### src/rtl/ascon_pkg.sv
// ascon_pkg: shared constants, round-constant table and FSM states for the Ascon-128 AEAD engine
package ascon_pkg;

    localparam logic MODE_ENC = 1'b0;
    localparam logic MODE_DEC = 1'b1;

    // Ascon-128 IV: k=128, r=64, a=12, b=6
    localparam logic [63:0] IV = 64'h80400C0600000000;

    // Round constants for rounds 0..11 (entry [0] = 0xF0); data rounds use entries 6..11
    localparam logic [11:0][7:0] RC = {
        8'h4B, 8'h5A, 8'h69, 8'h78, 8'h87, 8'h96,
        8'hA5, 8'hB4, 8'hC3, 8'hD2, 8'hE1, 8'hF0
    };

    typedef enum logic [3:0] {
        LOAD_K0, LOAD_K1, LOAD_N0, LOAD_N1,
        INIT_PERM, DATA, DATA_PERM, FINAL_PERM,
        TAG0, TAG1
    } state_t;

    function automatic logic [63:0] ror(input logic [63:0] v, input int unsigned n);
        return (v >> n) | (v << (64 - n));
    endfunction

endpackage

### src/rtl/ascon_round.sv
// ascon_round: one combinational Ascon permutation round
// Ports:
//   x0..x4  in   64  state words before the round
//   rc      in   8   round constant, added to x2
//   y0..y4  out  64  state words after constant, S-box and linear layers
module ascon_round
    import ascon_pkg::*;
(
    input  logic [63:0] x0,
    input  logic [63:0] x1,
    input  logic [63:0] x2,
    input  logic [63:0] x3,
    input  logic [63:0] x4,
    input  logic [7:0]  rc,
    output logic [63:0] y0,
    output logic [63:0] y1,
    output logic [63:0] y2,
    output logic [63:0] y3,
    output logic [63:0] y4
);

    logic [63:0] a0, a1, a2, a3, a4;
    logic [63:0] t0, t1, t2, t3, t4;
    logic [63:0] s0, s1, s2, s3, s4;

    // Bitsliced 5-bit S-box: input mixing, chi step, output mixing
    always_comb begin
        a0 = x0 ^ x4;
        a1 = x1;
        a2 = x2 ^ {56'd0, rc} ^ x1;
        a3 = x3;
        a4 = x4 ^ x3;
        t0 = a0 ^ (~a1 & a2);
        t1 = a1 ^ (~a2 & a3);
        t2 = a2 ^ (~a3 & a4);
        t3 = a3 ^ (~a4 & a0);
        t4 = a4 ^ (~a0 & a1);
        s0 = t0 ^ t4;
        s1 = t1 ^ t0;
        s2 = ~t2;
        s3 = t3 ^ t2;
        s4 = t4;
        y0 = s0 ^ ror(s0, 19) ^ ror(s0, 28);
        y1 = s1 ^ ror(s1, 61) ^ ror(s1, 39);
        y2 = s2 ^ ror(s2, 1)  ^ ror(s2, 6);
        y3 = s3 ^ ror(s3, 10) ^ ror(s3, 17);
        y4 = s4 ^ ror(s4, 7)  ^ ror(s4, 41);
    end

endmodule

### src/rtl/ascon_aead.sv
// ascon_aead: iterative Ascon-128 AEAD engine, one 64-bit word per handshake, tag out as two words
// Ports:
//   clk, rst          clock (rising edge), asynchronous active-high reset
//   mode              0 = encrypt, 1 = decrypt; latched with the first key word
//   block_in[63:0]    key, nonce, then caller-padded data words
//   block_in_valid    block_in is valid
//   block_in_last     final data block marker
//   block_in_ready    engine accepts block_in this cycle
//   block_out[63:0]   cipher/plain word or tag word; holds when not valid
//   block_out_valid   one-cycle output strobe
//   block_out_last    high with the second tag word
// Build option: define ASCON_UNROLL2_EN to evaluate two rounds per clock.
module ascon_aead
    import ascon_pkg::*;
(
    input  logic        clk,
    input  logic        rst,
    input  logic        mode,
    input  logic [63:0] block_in,
    input  logic        block_in_valid,
    input  logic        block_in_last,
    output logic        block_in_ready,
    output logic [63:0] block_out,
    output logic        block_out_valid,
    output logic        block_out_last
);

`ifdef ASCON_UNROLL2_EN
    localparam logic [3:0] STEP = 4'd2;
`else
    localparam logic [3:0] STEP = 4'd1;
`endif
    localparam logic [3:0] LAST_RND   = 4'd12 - STEP;
    localparam logic [3:0] DATA_START = 4'd6;

    state_t      state, state_nx;
    logic [63:0] x0, x1, x2, x3, x4;
    logic [63:0] p0, p1, p2, p3, p4;
    logic [63:0] k_hi, k_lo;
    logic [3:0]  rnd;
    logic        mode_r;
    logic        armed;
    logic        accept;
    logic        perm;
    logic        perm_done;

    // armed keeps ready low through the reset cycle until the first clock after release
    assign block_in_ready = armed && (state inside {LOAD_K0, LOAD_K1, LOAD_N0, LOAD_N1, DATA});
    assign accept         = block_in_valid && block_in_ready;
    assign perm           = state inside {INIT_PERM, DATA_PERM, FINAL_PERM};
    assign perm_done      = rnd == LAST_RND;

`ifdef ASCON_UNROLL2_EN
    logic [63:0] m0, m1, m2, m3, m4;
    ascon_round u_round0 (
        .x0(x0), .x1(x1), .x2(x2), .x3(x3), .x4(x4), .rc(RC[rnd]),
        .y0(m0), .y1(m1), .y2(m2), .y3(m3), .y4(m4)
    );
    ascon_round u_round1 (
        .x0(m0), .x1(m1), .x2(m2), .x3(m3), .x4(m4), .rc(RC[rnd + 4'd1]),
        .y0(p0), .y1(p1), .y2(p2), .y3(p3), .y4(p4)
    );
`else
    ascon_round u_round0 (
        .x0(x0), .x1(x1), .x2(x2), .x3(x3), .x4(x4), .rc(RC[rnd]),
        .y0(p0), .y1(p1), .y2(p2), .y3(p3), .y4(p4)
    );
`endif

    always_comb begin
        state_nx = state;
        case (state)
            LOAD_K0:    state_nx = accept ? LOAD_K1 : state;
            LOAD_K1:    state_nx = accept ? LOAD_N0 : state;
            LOAD_N0:    state_nx = accept ? LOAD_N1 : state;
            LOAD_N1:    state_nx = accept ? INIT_PERM : state;
            INIT_PERM:  state_nx = perm_done ? DATA : state;
            DATA:       state_nx = accept ? (block_in_last ? FINAL_PERM : DATA_PERM) : state;
            DATA_PERM:  state_nx = perm_done ? DATA : state;
            FINAL_PERM: state_nx = perm_done ? TAG0 : state;
            TAG0:       state_nx = TAG1;
            TAG1:       state_nx = LOAD_K0;
            default:    state_nx = LOAD_K0;
        endcase
    end

    always_ff @(posedge clk or posedge rst) begin
        if (rst) begin
            state           <= LOAD_K0;
            armed           <= 1'b0;
            rnd             <= 4'd0;
            mode_r          <= MODE_ENC;
            {x0, x1, x2, x3, x4} <= '0;
            k_hi            <= '0;
            k_lo            <= '0;
            block_out       <= '0;
            block_out_valid <= 1'b0;
            block_out_last  <= 1'b0;
        end else begin
            state           <= state_nx;
            armed           <= 1'b1;
            // Data permutations start mid-schedule at round 6; all others start at 0
            rnd             <= (perm && !perm_done) ? rnd + STEP :
                               (state == DATA && !block_in_last) ? DATA_START : 4'd0;
            block_out_valid <= 1'b0;
            block_out_last  <= 1'b0;
            case (state)
                LOAD_K0: if (accept) begin
                    k_hi   <= block_in;
                    mode_r <= mode;
                end
                LOAD_K1: if (accept) k_lo <= block_in;
                LOAD_N0: if (accept) x3 <= block_in;
                LOAD_N1: if (accept) begin
                    x0 <= IV;
                    x1 <= k_hi;
                    x2 <= k_lo;
                    x4 <= block_in;
                end
                INIT_PERM: begin
                    {x0, x1, x2} <= {p0, p1, p2};
                    x3 <= perm_done ? p3 ^ k_hi : p3;
                    x4 <= perm_done ? p4 ^ k_lo ^ 64'd1 : p4;
                end
                DATA: if (accept) begin
                    block_out       <= x0 ^ block_in;
                    block_out_valid <= 1'b1;
                    x0 <= (mode_r == MODE_DEC) ? block_in : x0 ^ block_in;
                    x1 <= block_in_last ? x1 ^ k_hi : x1;
                    x2 <= block_in_last ? x2 ^ k_lo : x2;
                end
                DATA_PERM: {x0, x1, x2, x3, x4} <= {p0, p1, p2, p3, p4};
                FINAL_PERM: begin
                    {x0, x1, x2, x3, x4} <= {p0, p1, p2, p3, p4};
                    if (perm_done) begin
                        block_out       <= p3 ^ k_hi;
                        block_out_valid <= 1'b1;
                    end
                end
                TAG0: begin
                    block_out       <= x4 ^ k_lo;
                    block_out_valid <= 1'b1;
                    block_out_last  <= 1'b1;
                end
                default: ;
            endcase
        end
    end

endmodule

### config.mk
export PLATFORM = sky130hd
export DESIGN_NAME = ascon_aead
export DESIGN_NICKNAME = d
export VERILOG_FILES = /design/src/rtl/ascon_pkg.sv /design/src/rtl/ascon_round.sv /design/src/rtl/ascon_aead.sv
export SDC_FILE = /design/constraint.sdc
export NUM_CORES = 2
export LEC_CHECK = 0
export ABC_AREA = 1
export BUFFER_PORTS_ARGS = -buffer_cell sky130_fd_sc_hd__buf_2
export CORE_MARGIN = 3
export CORE_UTILIZATION = 35
export CTS_CLUSTER_DIAMETER = 40
export DETAILED_ROUTE_END_ITERATION = 8
export PLACE_DENSITY = 0.54
export SETUP_SLACK_MARGIN = 0.2
export SKIP_LAST_GASP = 1
export SLEW_MARGIN = 20
export SYNTH_ARGS = -nofsm -noshare
export SYNTH_HDL_FRONTEND = slang
export SYNTH_HIERARCHICAL = 1
export SYNTH_SLANG_ARGS = --single-unit
export TNS_END_PERCENT = 50
### constraint.sdc
create_clock -name clk -period 23.6 [get_ports clk]
set_input_delay 3.54 -clock clk [delete_from_list [all_inputs] [get_ports clk]]
set_output_delay 3.54 -clock clk [all_outputs]
set_load 0.01 [all_outputs]
* Yosys cells after proc, flatten, opt, wreduce, memory -nomap -nowiden *
Memories as Yosys holds them, arrays and structs flattened.
Index checks and enable logic that the tools add are counted.

cells by class
  add/sub/neg operators = 1
  magnitude comparators = 1
  eq/ne operators = 17
  muxes and demuxes = 36
  bitwise gates (word level) = 50
  reductions and logical operators = 24

operators with widths
  kind                  number
  $xor A64 B64 Y64      27
  $pmux W64 S3          6
  $mux W64              14
  $not A64 Y64          6
  $and A64 B64 Y64      5
  $or A23 B64 Y64       1
  $or A25 B64 Y64       1
  $or A3 B64 Y64        1
  $or A36 B64 Y64       1
  $or A45 B64 Y64       1
  $or A47 B64 Y64       1
  $or A54 B64 Y64       1
  $or A57 B64 Y64       1
  $or A58 B64 Y64       1
  $or A63 B64 Y64       1
  $xor A64 B8 Y64       1
  $mux W4               8
  $pmux W4 S8           1
  $eq A4 B3 Y1 const B  4
  $reduce_bool A3 Y1    5
  $ne A2 B2 Y1 const B  7
  $eq A4 B2 Y1 const B  2
  $eq A4 B4 Y1 const B  2
  $mux W8               1
  other kinds (18)      30

storage, ports and cells
  register bits = 524
  memory bits (read-only) = 128
  memories kept = 1

memories
  name             depth  width  read ports  clocked after Yosys merged registers in  write ports  line              text
  (no name shown)  16     8      1           0                                        0            ascon_aead.sv:65  .x0(x0), .x1(x1), .x2(x2), .x3(x3), .x4(x4), .rc(RC[rnd]),

* Logic depth before layout (Yosys ltp) *
  depth after elaboration = 12
  depth in mapped cells = 22

* Hierarchy *
Netlist, hierarchy kept.

by module, submodules not included
  module       instances  cells each  area each (um^2)
  ascon_aead   1          4443        31577.8
  ascon_round  1          4282        21111.5

* Least setup slack after synthesis *
Ideal clock, no wire load.

  kind = in2reg
  start point = in block_in_valid
  end point = reg x4[53]
  setup time = 117 ps
  arrival = 4567 ps
  data required time = 23483 ps
  setup slack = 18916 ps
  cell stages on the path = 7
  cells stage by stage = inv_1 -> o211ai_1 -> clkbuf_1 -> buf_2 -> o211ai_1 -> nor2_1 -> nor2_1

between the ends
  word-level cells in the longest chain between the ends = 3

ends and longest elaborated chain
  element                      line               text
  start: declaration           ascon_aead.sv:20   input logic block_in_valid,
  $logic_and A1 B1 Y1          ascon_aead.sv:49   assign accept = block_in_valid && block_in_ready;
  $ne A2 B2 Y1 (no line)       n/a
  $reduce_and A2 Y1 (no line)  n/a
  end signal: assignment       ascon_aead.sv:118  x4 <= block_in;
  end signal: assignment       ascon_aead.sv:123  x4 <= perm_done ? p4 ^ k_lo ^ 64'd1 : p4;
  end signal: assignment       ascon_aead.sv:132  DATA_PERM: {x0, x1, x2, x3, x4} <= {p0, p1, p2, p3, p4};
  end: declaration             ascon_aead.sv:37   logic [63:0] x0, x1, x2, x3, x4;

No other way between the ends.
A chain may end at the register's enable or synchronous reset.

* Final worst setup path *
  start point = in block_in_valid
  end point = reg x0[39]

between the ends
  word-level cells in the longest chain between the ends = 3
  elaborated cells on any way between the ends = 4

ends and longest elaborated chain
  element                        line               text
  $logic_and A1 B1 Y1 *          ascon_aead.sv:49
  $ne A2 B2 Y1 (no line)         n/a
  $reduce_and A3 Y1 (no line) *  n/a
  end signal: assignment         ascon_aead.sv:121  {x0, x1, x2} <= {p0, p1, p2};
  end signal: assignment         ascon_aead.sv:128  x0 <= (mode_r == MODE_DEC) ? block_in : x0 ^ block_in;
  end signal: assignment         ascon_aead.sv:132
  end: declaration               ascon_aead.sv:37

Every way passes the cells marked *; elsewhere a longest branch is shown, timed or not.

==> impl_metrics.py <==
metrics = {
    "outcome": {
        "outcome": "completed",
    },
    "layout": {
        "finalNetCount": 8888,
        "mostFrequentLayoutCell": "nand2_1",
        "drive_gt1_share_pct": 6.307,
        "final_cell_mix": "nand2_1, nand3_1, inv_1",
        "syn_to_final_growth_pct": 12.50,
    },
    "timing": {
        "rsz0062_at_grt": "false",
        "fin_skew_ns": 0.04464,
        "setup-tns-final_ns": 0,
        "fin_crit_ns": 6.276,
        "worst_pin_slew_ns": 1.346,
        "fmax_mhz": 159.3,
        "period_share_pct": 26.59,
        "report.final.slew_viol_count": 0,
        "hold_violations": 0,
        "setup_violations": 0,
        "slew_headroom_pct": 9.946,
    },
    "route": {
        "wire_per_inst_um": 29.03,
        "initialDrtViolationCount": 7881,
        "wirelength_mm": 313.3,
        "drtPass1Iterations": 8,
        "num_vias": 59707,
        "ant_nets": 0,
        "drt-vias-per-instance": 5.533,
        "drc": 0,
    },
    "die": {
        "core_sq_um": 148500,
        "ios": 136,
        "chipWidth_um": 394.0,
        "rows": 141,
        "die-area_sq_um": 155200,
        "die_height_um": 394.0,
        "initial_core_util_pct": 35.47,
    },
    "synth": {
        "ys_seq_elements": 524,
        "ys_warn_count": 6,
        "synth.distinct_cells": 33,
        "synth_nets": 8923,
        "avgSynthCellArea_sq_um": 6.039,
        "syn_inst": 8725,
        "syn-cell-area_sq_um": 52690,
        "synth-seq-area-share_pct": 24.89,
    },
    "critical_path": {
        "critical-path-slowest-cell": "nand2_2",
        "startpoint_type": "primary input",
        "cp.arrival_ns": 6.90,
        "path_cells": "buf_2 -> inv_1 -> o211ai_1 -> buf_4 -> nand2_1 -> inv_2 -> buf_4 -> nand2_2 -> buf_4 -> nand2_1 -> nand2_1",
        "crit_required_ns": 24.23,
        "cp_slowest_stage_delay_ns": 0.76,
        "crit_path_end_kind": "flip-flop",
        "critical_path_class": "primary input to flip-flop",
        "path_max_fanout": 34,
    },
    "cts": {
        "post_cts_buffers": 0,
        "cts.path.max_buffers": 3,
        "path_clk_slew_ns": 0.05,
        "cts_resized": 0,
        "cts_tree": "yes",
        "clkLatencyLatePin_ns": 0.77,
        "cts_buffers": 114,
        "htree_levels": 3,
        "cts-hold-fix-buffers": 0,
        "cts-root-buf": "clkbuf_16",
        "clock_sinks": 524,
    },
    "grt": {
        "gr-total-overflow": 0,
        "grt.total_usage_pct": 38.96,
        "grt_pass1_wl_mm": 427.1,
        "antenna_found_initial": 27,
        "grt_pass1_vias": 52595,
        "grt_max_degree": 130,
    },
    "place": {
        "numPortBuffers": 135,
        "gp_congestion": 1.115,
        "post-dp-hpwl_mm": 252.1,
    },
    "flow_run": {
        "max_cap_viol_count": 0,
    },
    "hold_path": {
        "min_path_type": "flip-flop to flip-flop",
    },
}
-- path summary, 6_finish.rpt --
| path | endpoint | cells after the start | startpoint | slack [ns] |
|---|---|---|---|---|
| setup / recovery | x0[39] | 11 | block_in_valid | 17.32 |
| hold / removal | x3[35] | 2 | x3[35] | 0.48 |
| setup reg to reg | x4[25] | 10 | state[1] | 17.88 |
| hold reg to reg | x3[35] | 2 | x3[35] | 0.48 |
| max in group asynchronous | x2[19] | 5 | rst | 17.93 |
| min in group asynchronous | k_lo[54] | 2 | rst | 2.81 |
-- worst max-delay path, delay by kind of cell --
| kind | cells | cell delay (ns) |
|---|---|---|
| compound gates | 1 | 0.15 |
| buf+inv | 6 | 1.85 |
| simple gates | 4 | 1.11 |
-- registers in the layout (all words and copies together) (netlist names) --
register and cells:
k_lo 64, block_out_valid 1, x2 64, x4 64, armed 1, x3 64, x0 64, block_out_last 1
state 4, block_out 64, x1 64, k_hi 64, mode_r 1, rnd 4
-- synth_stat cells --
master | instances | area (sq um)
xor2_1 | 554 | 4852
nand3_2 | 1 | 10.01
nand3b_1 | 21 | 157.7
nor2_2 | 2 | 12.51
xnor2_2 | 43 | 699.4
xnor2_1 | 214 | 1874
nand3_1 | 1127 | 5640
o22ai_1 | 1 | 6.260
o21ai_1 | 4 | 20.02
mux2_2 | 1 | 11.26
a21boi_2 | 7 | 78.83
inv_2 | 16 | 60.06
nand2_1 | 4246 | 15940
xor2_4 | 5 | 137.6
nor2_1 | 257 | 964.7
buf_4 | 8 | 60.06
nand2_2 | 9 | 56.30
conb_1 | 1 | 3.750
a21oi_2 | 17 | 148.9
buf_1 | 77 | 289.0
a21oi_1 | 47 | 235.2
dfrtp_1 | 524 | 13110
xnor2_4 | 2 | 55.05
inv_1 | 655 | 2459
o211ai_1 | 123 | 923.4
nand4_1 | 59 | 369.1
nor2_4 | 2 | 22.52
a21boi_1 | 7 | 52.55
o21ai_0 | 272 | 1361
ha_1 | 129 | 1614
xor2_2 | 18 | 292.8
buf_2 | 108 | 540.5
clkbuf_1 | 168 | 630.6
-- final cells by class --
type	count	area, sq um
Multi-Input combinational cell	7169	35690
Fill cell	15884	89270
Clock inverter	70	1028
Clock buffer	140	3110
Timing Repair Buffer	210	1276
Antenna cell	6	15.01
Tap cell	2002	2505
Inverter	671	2534
Sequential cell	524	13120
-- cells by family (layout without fill, tap and decap cells) --
| logic type | after synthesis | count (layout) | share of synthesized area [%] |
|---|---|---|---|
| buffers and inverters | 1032 | 1091 | 7.665 |
| muxes | 1 | 1 | 0.02137 |
| adders and majority gates | 129 | 129 | 3.063 |
| xor gates and xnor gates | 836 | 836 | 15.02 |
| DFF | 524 | 524 | 24.89 |
| AOI/OAI and AO/OA | 478 | 478 | 5.364 |
| other | 1 | 7 | 0.007117 |
| and+or+nand+nor | 5724 | 5724 | 43.98 |
-- stage by stage --
| step | worst slack (ns) | util [%] | instance area (sq um) | hold slack, ns | instances |
|---|---|---|---|---|---|
| finish | 17.32 | 39.90 | 59270 | 0.4849 | 10792 |
| global route | 17.23 | 39.89 | 59260 | 0.5170 | 10786 |
| CTS | 17.43 | 39.88 | 59240 | 0.4867 | 10786 |
| detailed placement | 16.63 | 37.10 | 55100 | 0.4736 | 10576 |
| global placement | 16.63 | 37.09 | 55090 | 0.4699 | 10576 |
| floorplan | 5.420 | - | 52690 | 0.4488 | 8725 |
-- layer usage --
layer  vias up  global-route usage, %  wire, um
li1      27284                      -         -
met1     28807                  51.37    131300
met2      2979                  58.73    132900
met3       611                  9.448     29370
met4        26                  20.55     19190
met5         -                 0.5234       550
Power is not shown: default switching activity piles up to over one toggle a cycle in this logic, so the estimate is an artifact.
